`src/rtl/alu_result_stage.sv`:
```
// Registered ALU result/flag select stage with a 2-entry skid buffer on a valid/ready output.
// Define ALU_RESULT_STATS_EN to add saturating transfer and zero-result counters.
module alu_result_stage #(
  parameter int WIDTH = 32
) (
  input  logic             clk,
  input  logic             reset,
  input  logic             in_valid,
  output logic             in_ready,
  input  logic [2:0]       op,
  input  logic [WIDTH-1:0] and_res,
  input  logic [WIDTH-1:0] or_res,
  input  logic [WIDTH-1:0] xor_res,
  input  logic [WIDTH-1:0] sum,
  input  logic             carry_in_flag,
  input  logic             ovf_in_flag,
  output logic             out_valid,
  input  logic             out_ready,
  output logic [WIDTH-1:0] result,
  output logic             zero,
  output logic             carryout,
  output logic             overflow
`ifdef ALU_RESULT_STATS_EN
  ,
  output logic [15:0]      result_count,
  output logic [15:0]      zero_count
`endif
);

  localparam logic [2:0] OP_ADD  = 3'd0;
  localparam logic [2:0] OP_SUB  = 3'd1;
  localparam logic [2:0] OP_XOR  = 3'd2;
  localparam logic [2:0] OP_SLT  = 3'd3;
  localparam logic [2:0] OP_AND  = 3'd4;
  localparam logic [2:0] OP_NAND = 3'd5;
  localparam logic [2:0] OP_NOR  = 3'd6;

  typedef struct packed {
    logic [WIDTH-1:0] res;
    logic             zero;
    logic             cout;
    logic             ovf;
  } entry_t;

  function automatic logic [WIDTH-1:0] select_result(
    input logic [2:0]       f_op,
    input logic [WIDTH-1:0] f_and,
    input logic [WIDTH-1:0] f_or,
    input logic [WIDTH-1:0] f_xor,
    input logic [WIDTH-1:0] f_sum,
    input logic             f_ovf
  );
    logic [WIDTH-1:0] r;
    r = '0;
    unique case (f_op)
      OP_ADD, OP_SUB: r = f_sum;
      OP_XOR:         r = f_xor;
      // Signed less-than from the upstream subtraction: sign corrected by overflow.
      OP_SLT:         r[0] = f_sum[WIDTH-1] ^ f_ovf;
      OP_AND:         r = f_and;
      OP_NAND:        r = ~f_and;
      OP_NOR:         r = ~f_or;
      default:        r = f_or;
    endcase
    return r;
  endfunction

`ifdef ALU_RESULT_STATS_EN
  function automatic logic [15:0] sat_inc(input logic [15:0] v);
    return (v == 16'hFFFF) ? v : v + 16'd1;
  endfunction
`endif

  entry_t main_q, main_d, skid_q, skid_d, new_entry;
  logic   main_vld_q, main_vld_d, skid_vld_q, skid_vld_d;
  logic   accept, xfer, arith;

  assign in_ready = ~skid_vld_q;
  assign accept   = in_valid & in_ready;
  assign xfer     = main_vld_q & out_ready;
  assign arith    = (op == OP_ADD) || (op == OP_SUB) || (op == OP_SLT);

  always_comb begin
    new_entry.res  = select_result(op, and_res, or_res, xor_res, sum, ovf_in_flag);
    new_entry.zero = (new_entry.res == '0);
    new_entry.cout = arith & carry_in_flag;
    new_entry.ovf  = arith & ovf_in_flag;
  end

  always_comb begin
    main_d     = main_q;
    main_vld_d = main_vld_q;
    skid_d     = skid_q;
    skid_vld_d = skid_vld_q;
    if (!main_vld_q || xfer) begin
      if (skid_vld_q) begin
        main_d     = skid_q;
        main_vld_d = 1'b1;
        skid_vld_d = 1'b0;
      end else if (accept) begin
        main_d     = new_entry;
        main_vld_d = 1'b1;
      end else begin
        main_vld_d = 1'b0;
      end
    end
    // Main is occupied and not draining: park the new entry in the skid slot.
    if (accept && main_vld_q && !xfer) begin
      skid_d     = new_entry;
      skid_vld_d = 1'b1;
    end
  end

  always_ff @(posedge clk or posedge reset) begin
    if (reset) begin
      main_q     <= '0;
      skid_q     <= '0;
      main_vld_q <= 1'b0;
      skid_vld_q <= 1'b0;
    end else begin
      main_q     <= main_d;
      skid_q     <= skid_d;
      main_vld_q <= main_vld_d;
      skid_vld_q <= skid_vld_d;
    end
  end

  assign out_valid = main_vld_q;
  assign result    = main_q.res;
  assign zero      = main_q.zero;
  assign carryout  = main_q.cout;
  assign overflow  = main_q.ovf;

`ifdef ALU_RESULT_STATS_EN
  logic [15:0] res_cnt_q, res_cnt_d, zero_cnt_q, zero_cnt_d;

  always_comb begin
    res_cnt_d  = res_cnt_q;
    zero_cnt_d = zero_cnt_q;
    if (xfer) begin
      res_cnt_d = sat_inc(res_cnt_q);
      if (main_q.zero) zero_cnt_d = sat_inc(zero_cnt_q);
    end
  end

  always_ff @(posedge clk or posedge reset) begin
    if (reset) begin
      res_cnt_q  <= '0;
      zero_cnt_q <= '0;
    end else begin
      res_cnt_q  <= res_cnt_d;
      zero_cnt_q <= zero_cnt_d;
    end
  end

  assign result_count = res_cnt_q;
  assign zero_count   = zero_cnt_q;
`endif

endmodule
```
`config.mk`:
```
export PLATFORM = sky130hd
export DESIGN_NAME = alu_result_stage
export DESIGN_NICKNAME = d
export VERILOG_FILES = /design/src/rtl/alu_result_stage.sv
export SDC_FILE = /design/constraint.sdc
export NUM_CORES = 1
export LEC_CHECK = 0
export ABC_AREA = 1
export BUFFER_PORTS_ARGS = -buffer_cell sky130_fd_sc_hd__buf_2
export CORE_ASPECT_RATIO = 1.1
export CORE_MARGIN = 3
export CORE_UTILIZATION = 50
export CTS_CLUSTER_SIZE = 25
export DETAILED_ROUTE_END_ITERATION = 8
export GPL_ROUTABILITY_DRIVEN = 0
export GPL_TIMING_DRIVEN = 0
export PLACE_DENSITY = 0.81
export SYNTH_ARGS = -nofsm -noshare
export SYNTH_HDL_FRONTEND = slang
export SYNTH_SLANG_ARGS = --single-unit
```
`constraint.sdc`:
```
create_clock -name clk -period 4.4 [get_ports clk]
set_input_delay 0.66 -clock clk [delete_from_list [all_inputs] [get_ports clk]]
set_output_delay 0.66 -clock clk [all_outputs]
set_load 0.1 [all_outputs]
```
# [After elaboration in Yosys (flattened, before gate mapping)]
# Cells that the tools add are included.
[word_totals] reg_bits=72 in_bits=137 output_inout_bits=37
[op_classes] n_eq_ne=6 muxes=8 bitwise=8 n_reduce_logical=13
[op_table] operator="31-bit case mux with 6 select lines" count=1
[op_table] operator="35-bit two-way mux" count=2
[op_table] operator="32-bit inverter" count=2
[op_table] operator="32-bit logical NOT" count=1
[op_table] operator="3-bit == test (second input constant)" count=3
[op_table] operator="3-bit by 2-bit == test with 1-bit output (second input constant)" count=2
[op_table] operator="1-bit case mux with 6 select lines" count=1
[op_table] operator="1-bit bitwise AND" count=4
[op_table] operator="1-bit two-way mux" count=4
[op_table] operator="2-bit nonzero test" count=2
[op_table] operator="3-bit by 1-bit == test with 1-bit output (second input constant)" count=1
[op_table] operator="3-bit logical NOT" count=1
[op_table] operator="1-bit logical OR" count=3
[op_table] operator="1-bit logical AND" count=2
[op_table] operator="1-bit logical NOT" count=2
[op_table] operator="2-bit AND reduction" count=1
[op_table] operator="2-bit OR reduction" count=1
[op_table] operator="1-bit inverter" count=1
[op_table] operator="1-bit bitwise XOR" count=1

# [Logic depth before layout (Yosys ltp)]
# Gate-level depths: netlist of run 1.
[logic_depth] depth_word=6 depth_mapped=16

# [Worst setup path after synthesis of run 1]
# No wires, ideal clock.
[synth_timing] path_type="register to output" startpoint="reg skid_vld_q" endpoint="out in_ready" arrival_ns=1.614 path_slack_ns=2.126 path_stages_with_launch=4 cell_sequence="dfrtp_1 -> clkbuf_1 -> inv_1 -> clkbuf_1"
[synth_between] elab_chain_cells=1
[synth_rtl] element="start, declared" line="75" rtl="logic main_vld_q, main_vld_d, skid_vld_q, skid_vld_d;"
[synth_rtl] element="start signal, assigned" line="124" rtl="skid_vld_q <= skid_vld_d;"
[synth_rtl] element="1-bit inverter" line="78" rtl="assign in_ready = ~skid_vld_q;"
[synth_rtl] element="end, declared" line="9" rtl="output logic in_ready,"
# No other way between the ends.

# [Worst setup path in the final report of run 1]
# Ends and elaborated chain as after synthesis.

==> results of run 1 <==
logic make-up after synthesis:
family                 after synthesis
AOI/OAI and AO/OA                  121
buffers and inverters              118
DFF                                 72
and+or+nand+nor                    445
synth_stat cells (5+ instances only):
master / instances
a21oi_1: 38
buf_1: 7
buf_2: 9
clkbuf_1: 28
dfrtp_1: 72
inv_1: 64
inv_2: 6
nand2_1: 231
nand3_1: 67
nand4_1: 25
nor2_1: 94
nor3_1: 17
o21a_1: 10
o21ai_0: 67
o21ai_1: 5
or2_1: 5
final cells by class:
cell class	count	share of cell area, %
Buffer	47	3.30
Timing Repair Buffer	173	14.4
Multi-Input combinational cell	566	41.8
Inverter	71	4.46
Clock inverter	4	1.27
Tap cell	114	2.37
Clock buffer	12	2.57
Sequential cell	72	29.9
routing by layer:
layer / track usage, % / vias to the layer above / wire [um]
met3: 4.90 / 40 / 1400
met1: 38.0 / 2559 / 6560
met2: 46.6 / 285 / 7330
met4: 13.7 / 0 / 502
met5: 0 / - / 0
li1: - / 2793 / -
through the flow:
step / total power [mW] / area (um2)
after CTS: 2.67 / 6030
after detailed placement: 2.08 / 5800
final: 2.67 / 6030
after floorplan: 1.80 / 4780
after global routing: 2.80 / 6030
after global placement: 2.06 / 5790
worst max-delay path: stages, from the launching register on:
cell	delay, ns
dfrtp_1	0.36
clkbuf_1	0.22
inv_1	0.15
clkbuf_1	0.36
buf_2	0.51
state kept, by name, summed over array words and instances (netlist names):
register    cells
carryout        1
out_valid       1
overflow        1
result         32
skid_q         35
skid_vld_q      1
zero            1
path summary, 6_finish.rpt:
kind	start	to	slack [ns]	cells after the start
worst max-delay path	skid_vld_q$_DFFE_PP0P_	in_ready	1.79	4
worst min-delay path	reset	out_valid$_DFFE_PP0P_	0.48	2
worst max register to register	skid_vld_q$_DFFE_PP0P_	result[8]$_DFFE_PP0P_	1.91	8
worst min register to register	skid_q[0]$_DFFE_PP0P_	skid_q[0]$_DFFE_PP0P_	0.48	2
max in group asynchronous	reset	skid_q[25]$_DFFE_PP0P_	3.34	2
min in group clk	skid_q[0]$_DFFE_PP0P_	skid_q[0]$_DFFE_PP0P_	0.48	2
report_power, final:
group / switching [mW] / internal (mW)
logic: 0.926 / 0.243
clock network: 0.249 / 0.351
registers: 0.0824 / 0.821
total: 1.26 / 1.42
==> reports/results.ini, run 1 <==
[floorplan]
start_util_pct = 52.6
io_pins = 174
dieArea_mm2 = 0.0108
coreArea_mm2 = 0.00910
die-height_um = 109
rows = 36
die_w_um = 99.3

[clock_network]
insertion_delay_ns = 0.35
cts_tree = built
cts.sinks = 72
postCtsSetupBuffers = 0
clock_path_buffers = 2
path_clk_slew_ns = 0.07
cts-hold-fix-buffers = 0
h-tree-depth = 3
clock-root-buffer = clkbuf_8
cts_resized = 0
cts_buffers = 9

[worst_setup_path]
start_kind = flop
crit_required_ns = 3.74
path_class = flop to output port
critPathMaxFanout = 10
end_kind = output port
arrival_ns = 1.95

[route]
wl_um = 15800
wl_per_cell_um = 14.9
via_count = 5677
drt_iter0_markers = 427
ant_nets = 0
drc_errors = 0
dr.pass1.iters = 5
avgViaCountPerCell = 5.36

[grt]
track_usage_pct = 29.0
grt_pass1_wl_um = 24700
grt_pass1_vias = 5079
grt_overflow = 0
grt_start_max_net_pins = 73
antenna_found_initial = 0

[hold_path]
hold_class = input port to asynchronous set/reset pin

[cells_and_area]
instances_no_fill = 1059
multi_input_area_mm2 = 0.00252
register_area_mm2 = 0.00180
utilization_pct = 66.2
mostFrequentLayoutCells = 231 x nand2_1, 182 x buf_2, 94 x nor2_1, 72 x dfrtp_1
antenna_cells = 0
nets = 1077
drive_gt1_share_pct = 22.5
layout_commonest_cell = nand2_1
syn_to_final_growth_pct = 26.0
fillerInstances = 871

[sta]
clock.fmax_ghz = 0.383
maxSlewHeadroom_pct = 42.0
fin_crit_sh_pct = 59.3
finClkSkew_ns = 0.0131
final.setup.tns_ns = 0
worst_slew_pin_slew_ns = 0.870
finalCriticalPeriod_ns = 2.61
slew_violations = 0
rsz0062_at_grt = false
setup_ws_ns = 1.79
hold_viol = 0
hold-worst-slack_ns = 0.478
setup_violations = 0

[logic_synthesis]
yosys_warnings = 0
synth_top_family_by_area = simple AND/OR/NAND/NOR gates
yosysTopAreaCell = dfrtp_1
ys_types = 22
synth-compound-area-share_pct = 13.2
ys.flop_type = dfrtp_1
synth_xor_area_share_pct = 0
synthAdderAreaFrac_pct = 0
avgSynthCellArea_um2 = 6.33
synth-seq-area-share_pct = 37.7
netlist_area_mm2 = 0.00478
synthTopCellsByArea = dfrtp_1 38%, nand2_1 18%, nor2_1 7.4%
async_reset_ff_share_pct = 100
synth_mux_area_share_pct = 0
synthSimpleGateAreaFrac_pct = 39.4
synth-seq-cells = 72
synth-edff-count = 0
syn_inst = 756
yosysTopAreaCellShare_pct = 37.7
synth_fp_nets = 893

[pwr]
cellPowerDensity_mw_per_mm2 = 443
cellLeakagePower_nw = 3.34
ir_drop_uv = 199

[place]
dp_slack_ns = 1.65
hpwlAfterDp_um = 12500
numPlacedInstances = 1043
port_buffers = 173

[run_status]
outcome = finished, final reports clean

[flow_run]
maxCapViolations = 0

No activity file was read; power rests on OpenSTA's default activity.
==> run 2: changes to the inputs <==
Settings changed: ABC_AREA 1 to 0.
Clock period 4.4 ns to 2.72 ns, I/O delays scaled along.
==> run 2 against run 1 <==
Clock power is 45% higher. Power is 53% higher. Global-route usage is 1.5 points higher. Largest cell class unchanged. Routed wire length is 4.1% higher. Setup slack worse by 1.7 ns. Non-clock buffer count is 3 higher. First-iteration DRC count is 17% higher. Final area is 0.64% lower. Synthesized cell count is 21% lower.
==> reports/results.ini, run 2 <==
[floorplan]
start_util_pct = 52.6  ; about the same
die_w_um = 99.1  ; -0.22%
io_pins = 174  ; unchanged
die-height_um = 108  ; -0.22%
rows = 36  ; unchanged
dieArea_mm2 = 0.0107  ; -0.44%
coreArea_mm2 = 0.00905  ; -0.50%

[route]
ant_nets = 0  ; unchanged
avgViaCountPerCell = 6.10  ; +14%
drt_iter0_markers = 501  ; +17%
wl_um = 16400  ; +4.1%
dr.pass1.iters = 5  ; unchanged
wl_per_cell_um = 18.3  ; +23%
drc_errors = 0  ; unchanged
via_count = 5474  ; -3.6%

[logic_synthesis]
synth-seq-cells = 72  ; unchanged
netlist_area_mm2 = 0.00476  ; -0.47%
yosys_warnings = 0  ; unchanged
async_reset_ff_share_pct = 100  ; unchanged
synth-edff-count = 0  ; unchanged
syn_inst = 595  ; -21%
synthTopCellsByCount = 89 x o21ai_0, 77 x nand2_1, 72 x dfrtp_1
ys.flop_type = dfrtp_1
post-synth-top-count-cell = o21ai_0
avgSynthCellArea_um2 = 8.00  ; +26%
yosysTopAreaCell = dfrtp_1
synth_fp_nets = 732  ; -18%
ys_types = 59  ; +170%
synthTopCellsByArea = dfrtp_1 38%, o21ai_0 9.4%, nand2_1 6.1%
yosysTopAreaCellShare_pct = 37.8  ; +0.18 points
synth-seq-area-share_pct = 37.8  ; +0.18 points

[worst_setup_path]
max_stage_delay_ns = 0.57  ; +0.06 ns
cp_slowest_cell = or4_4
crit_required_ns = 2.97  ; -0.77 ns
arrival_ns = 2.90  ; +0.95 ns
path_common_cell = clkbuf_1
critPathTopFamily = simple AND/OR/NAND/NOR gates
path_class = input port to flop
start_kind = input port
cp_cell_sequence = buf_2, buf_6, clkbuf_1, clkbuf_1, o22ai_1, nor2_1, nand4_1, or4_4, o31ai_2
end_kind = flop
crit_buf_inv = 4  ; unchanged
critPathMaxFanout = 10  ; unchanged

[cells_and_area]
syn_to_final_growth_pct = 25.7
layout_commonest_cell = buf_2
instances_no_fill = 898  ; -15%
mostFrequentLayoutCells = 186 x buf_2, 89 x o21ai_0, 77 x nand2_1, 72 x dfrtp_1, 56 x a21oi_1
largest_reg_flops = 35  ; unchanged
drive_gt1_share_pct = 28.3  ; +5.7 points
nets = 915  ; -15%
multi_input_area_mm2 = 0.00272  ; +8.2%
fillerInstances = 796  ; -8.6%
postLayoutCellArea_mm2 = 0.00599  ; -0.64%
top_register = skid_q
utilization_pct = 66.1  ; -0.099 points
register_area_mm2 = 0.00180  ; unchanged

[place]
hpwlAfterDp_um = 13100  ; +4.8%
numPlacedInstances = 881  ; -16%
dpl_cell_area_mm2 = 0.00577  ; -0.48%
port_buffers = 172  ; -0.58%

[sta]
clock.fmax_ghz = 0.377
worst_slew_pin_slew_ns = 0.874  ; +0.00421 ns
finalCriticalPeriod_ns = 2.65
finClkSkew_ns = 0.00799  ; -0.00515 ns
slew_violations = 0  ; unchanged
hold_viol = 0  ; unchanged
fin_crit_sh_pct = 97.4
setup_violations = 0  ; unchanged
maxSlewHeadroom_pct = 41.7  ; -0.28 points
rsz0062_at_grt = true

[pwr]
pwr-share-seq_pct = 34.6  ; +0.8 points
combPwrFrac_pct = 44.1  ; +0.4 points
cellPowerDensity_mw_per_mm2 = 685  ; +54%
cellLeakagePower_nw = 2.79  ; -16%
p_int_mw = 2.21  ; +56%
ir_drop_uv = 345  ; +74%
power_mw = 4.10  ; +53%
p_sw_mw = 1.89  ; +51%
clockPowerShare_pct = 21.3  ; -1.2 points
switching_share_pct = 46.2  ; -0.89 points

[grt]
grt_overflow = 0  ; unchanged
grt_start_max_net_pins = 73  ; unchanged
antenna_found_initial = 0  ; unchanged
grt_pass1_vias = 5140  ; +1.2%
grt_pass1_wl_um = 25800  ; +4.6%
track_usage_pct = 30.4  ; +1.5 points

[clock_network]
clock_path_buffers = 2  ; unchanged
clock-root-buffer = clkbuf_8
h-tree-depth = 3  ; unchanged
path_clk_slew_ns = 0.07  ; about the same
cts-hold-fix-buffers = 0  ; unchanged
insertion_delay_ns = 0.35  ; about the same
cts_buffers = 9  ; unchanged
cts.sinks = 72  ; unchanged
cts_tree = built

[flow_run]
maxCapViolations = 0  ; unchanged

[hold_path]
hold_class = input port to asynchronous set/reset pin

[run_status]
outcome = finished, final reports clean

run 2: cell count changes in the layout (fill, tap and decap cells not counted), sizes merged, moves of 13 or more:
| cell | previous run | this run |
|---|---|---|
| inv | 70 | 6 |
| a21oi | 38 | 56 |
| nand2 | 232 | 77 |
| nor2b | 0 | 22 |
| xnor2 | 0 | 27 |
| nand4 | 25 | 6 |
| o21ai | 72 | 91 |
| nor3 | 21 | 8 |
| nor2 | 94 | 48 |
| nand3 | 68 | 4 |
| a221o | 0 | 14 |
run 2: worst reg2reg max path: stages (launching register included):
cell      delay [ns]
dfrtp_1         0.38
clkbuf_1        0.22
o21ai_0         0.32
clkbuf_1        0.40
clkbuf_1        0.41
nand2_1         0.12
o21ai_0         0.10
run 2: what timing repair did:
item / 4_1_cts / 5_1_grt
endpoints found under the setup margin: 0 / 9
buffers inserted: 0 / 0
gates resized for setup: 0 / 5
run 2: logic make-up (layout without fill, tap and decap cells):
family,count (synthesis),in the layout,synth area share [%]
other,0,2,0
AOI/OAI and AO/OA,223,223,29.0
muxes,8,8,1.76
and+or+nand+nor,195,195,19.2
xor gates and xnor gates,39,39,7.17
DFF,72,72,37.8
buffers and inverters,58,245,5.10
run 2: per-layer routing:
metal / global-route usage (%) / part of all wire [%]
met5: 0 / 0
met4: 13.4 / 4.4
met1: 39.1 / 39
met3: 4.84 / 9.2
met2: 50.8 / 48
run 2: final cells by class:
| cell class | count | share of cell area [%] |
|---|---|---|
| inverters | 7 | 0.481 |
| diodes | 2 | 0.0836 |
| clock inverters | 3 | 0.669 |
| well taps | 114 | 2.38 |
| flip-flops and latches | 72 | 30.1 |
| multi-input cells | 465 | 45.5 |
| plain buffers | 51 | 3.68 |
| repair buffers | 172 | 14.4 |
| clock buffers | 12 | 2.76 |
run 2: through the flow:
| stage | setup TNS, ns | hold slack, ns | setup slack, ns |
|---|---|---|---|
| CTS | 0 | 0.270 | 0.0237 |
| global route | -0.0413 | 0.302 | -0.0413 |
| global placement | -18.17 | 0.459 | -0.301 |
| finish | 0 | 0.239 | 0.0694 |
| floorplan | 0 | 0.449 | 0.405 |
| detailed placement | -2.18 | 0.466 | -0.334 |
run 2: worst paths after layout:
check                                         end  cells past startpoint                    from  slack, ns
hold / removal             result[29]$_DFFE_PP0P_                      2                   reset       0.24
max in group asynchronous  result[13]$_DFFE_PP0P_                      2                   reset       1.90
setup / recovery            skid_q[2]$_DFFE_PP0P_                      9                   op[1]       0.07
hold reg to reg            result[13]$_DFFE_PP0P_                      2  result[13]$_DFFE_PP0P_       0.47
min in group clk            out_valid$_DFFE_PP0P_                      3                in_valid       0.34
setup reg to reg           result[28]$_DFFE_PP0P_                      6  skid_vld_q$_DFFE_PP0P_       0.69
run 2: power by group through the flow:
stage | logic, mW | registers [mW] | clock network, mW
CTS | 1.80 | 1.42 | 0.878
global placement | 1.77 | 1.42 | 0
detailed placement | 1.79 | 1.44 | 0
global route | 1.91 | 1.44 | 0.933
finish | 1.81 | 1.42 | 0.873
floorplan | 0.562 | 2.23 | 0
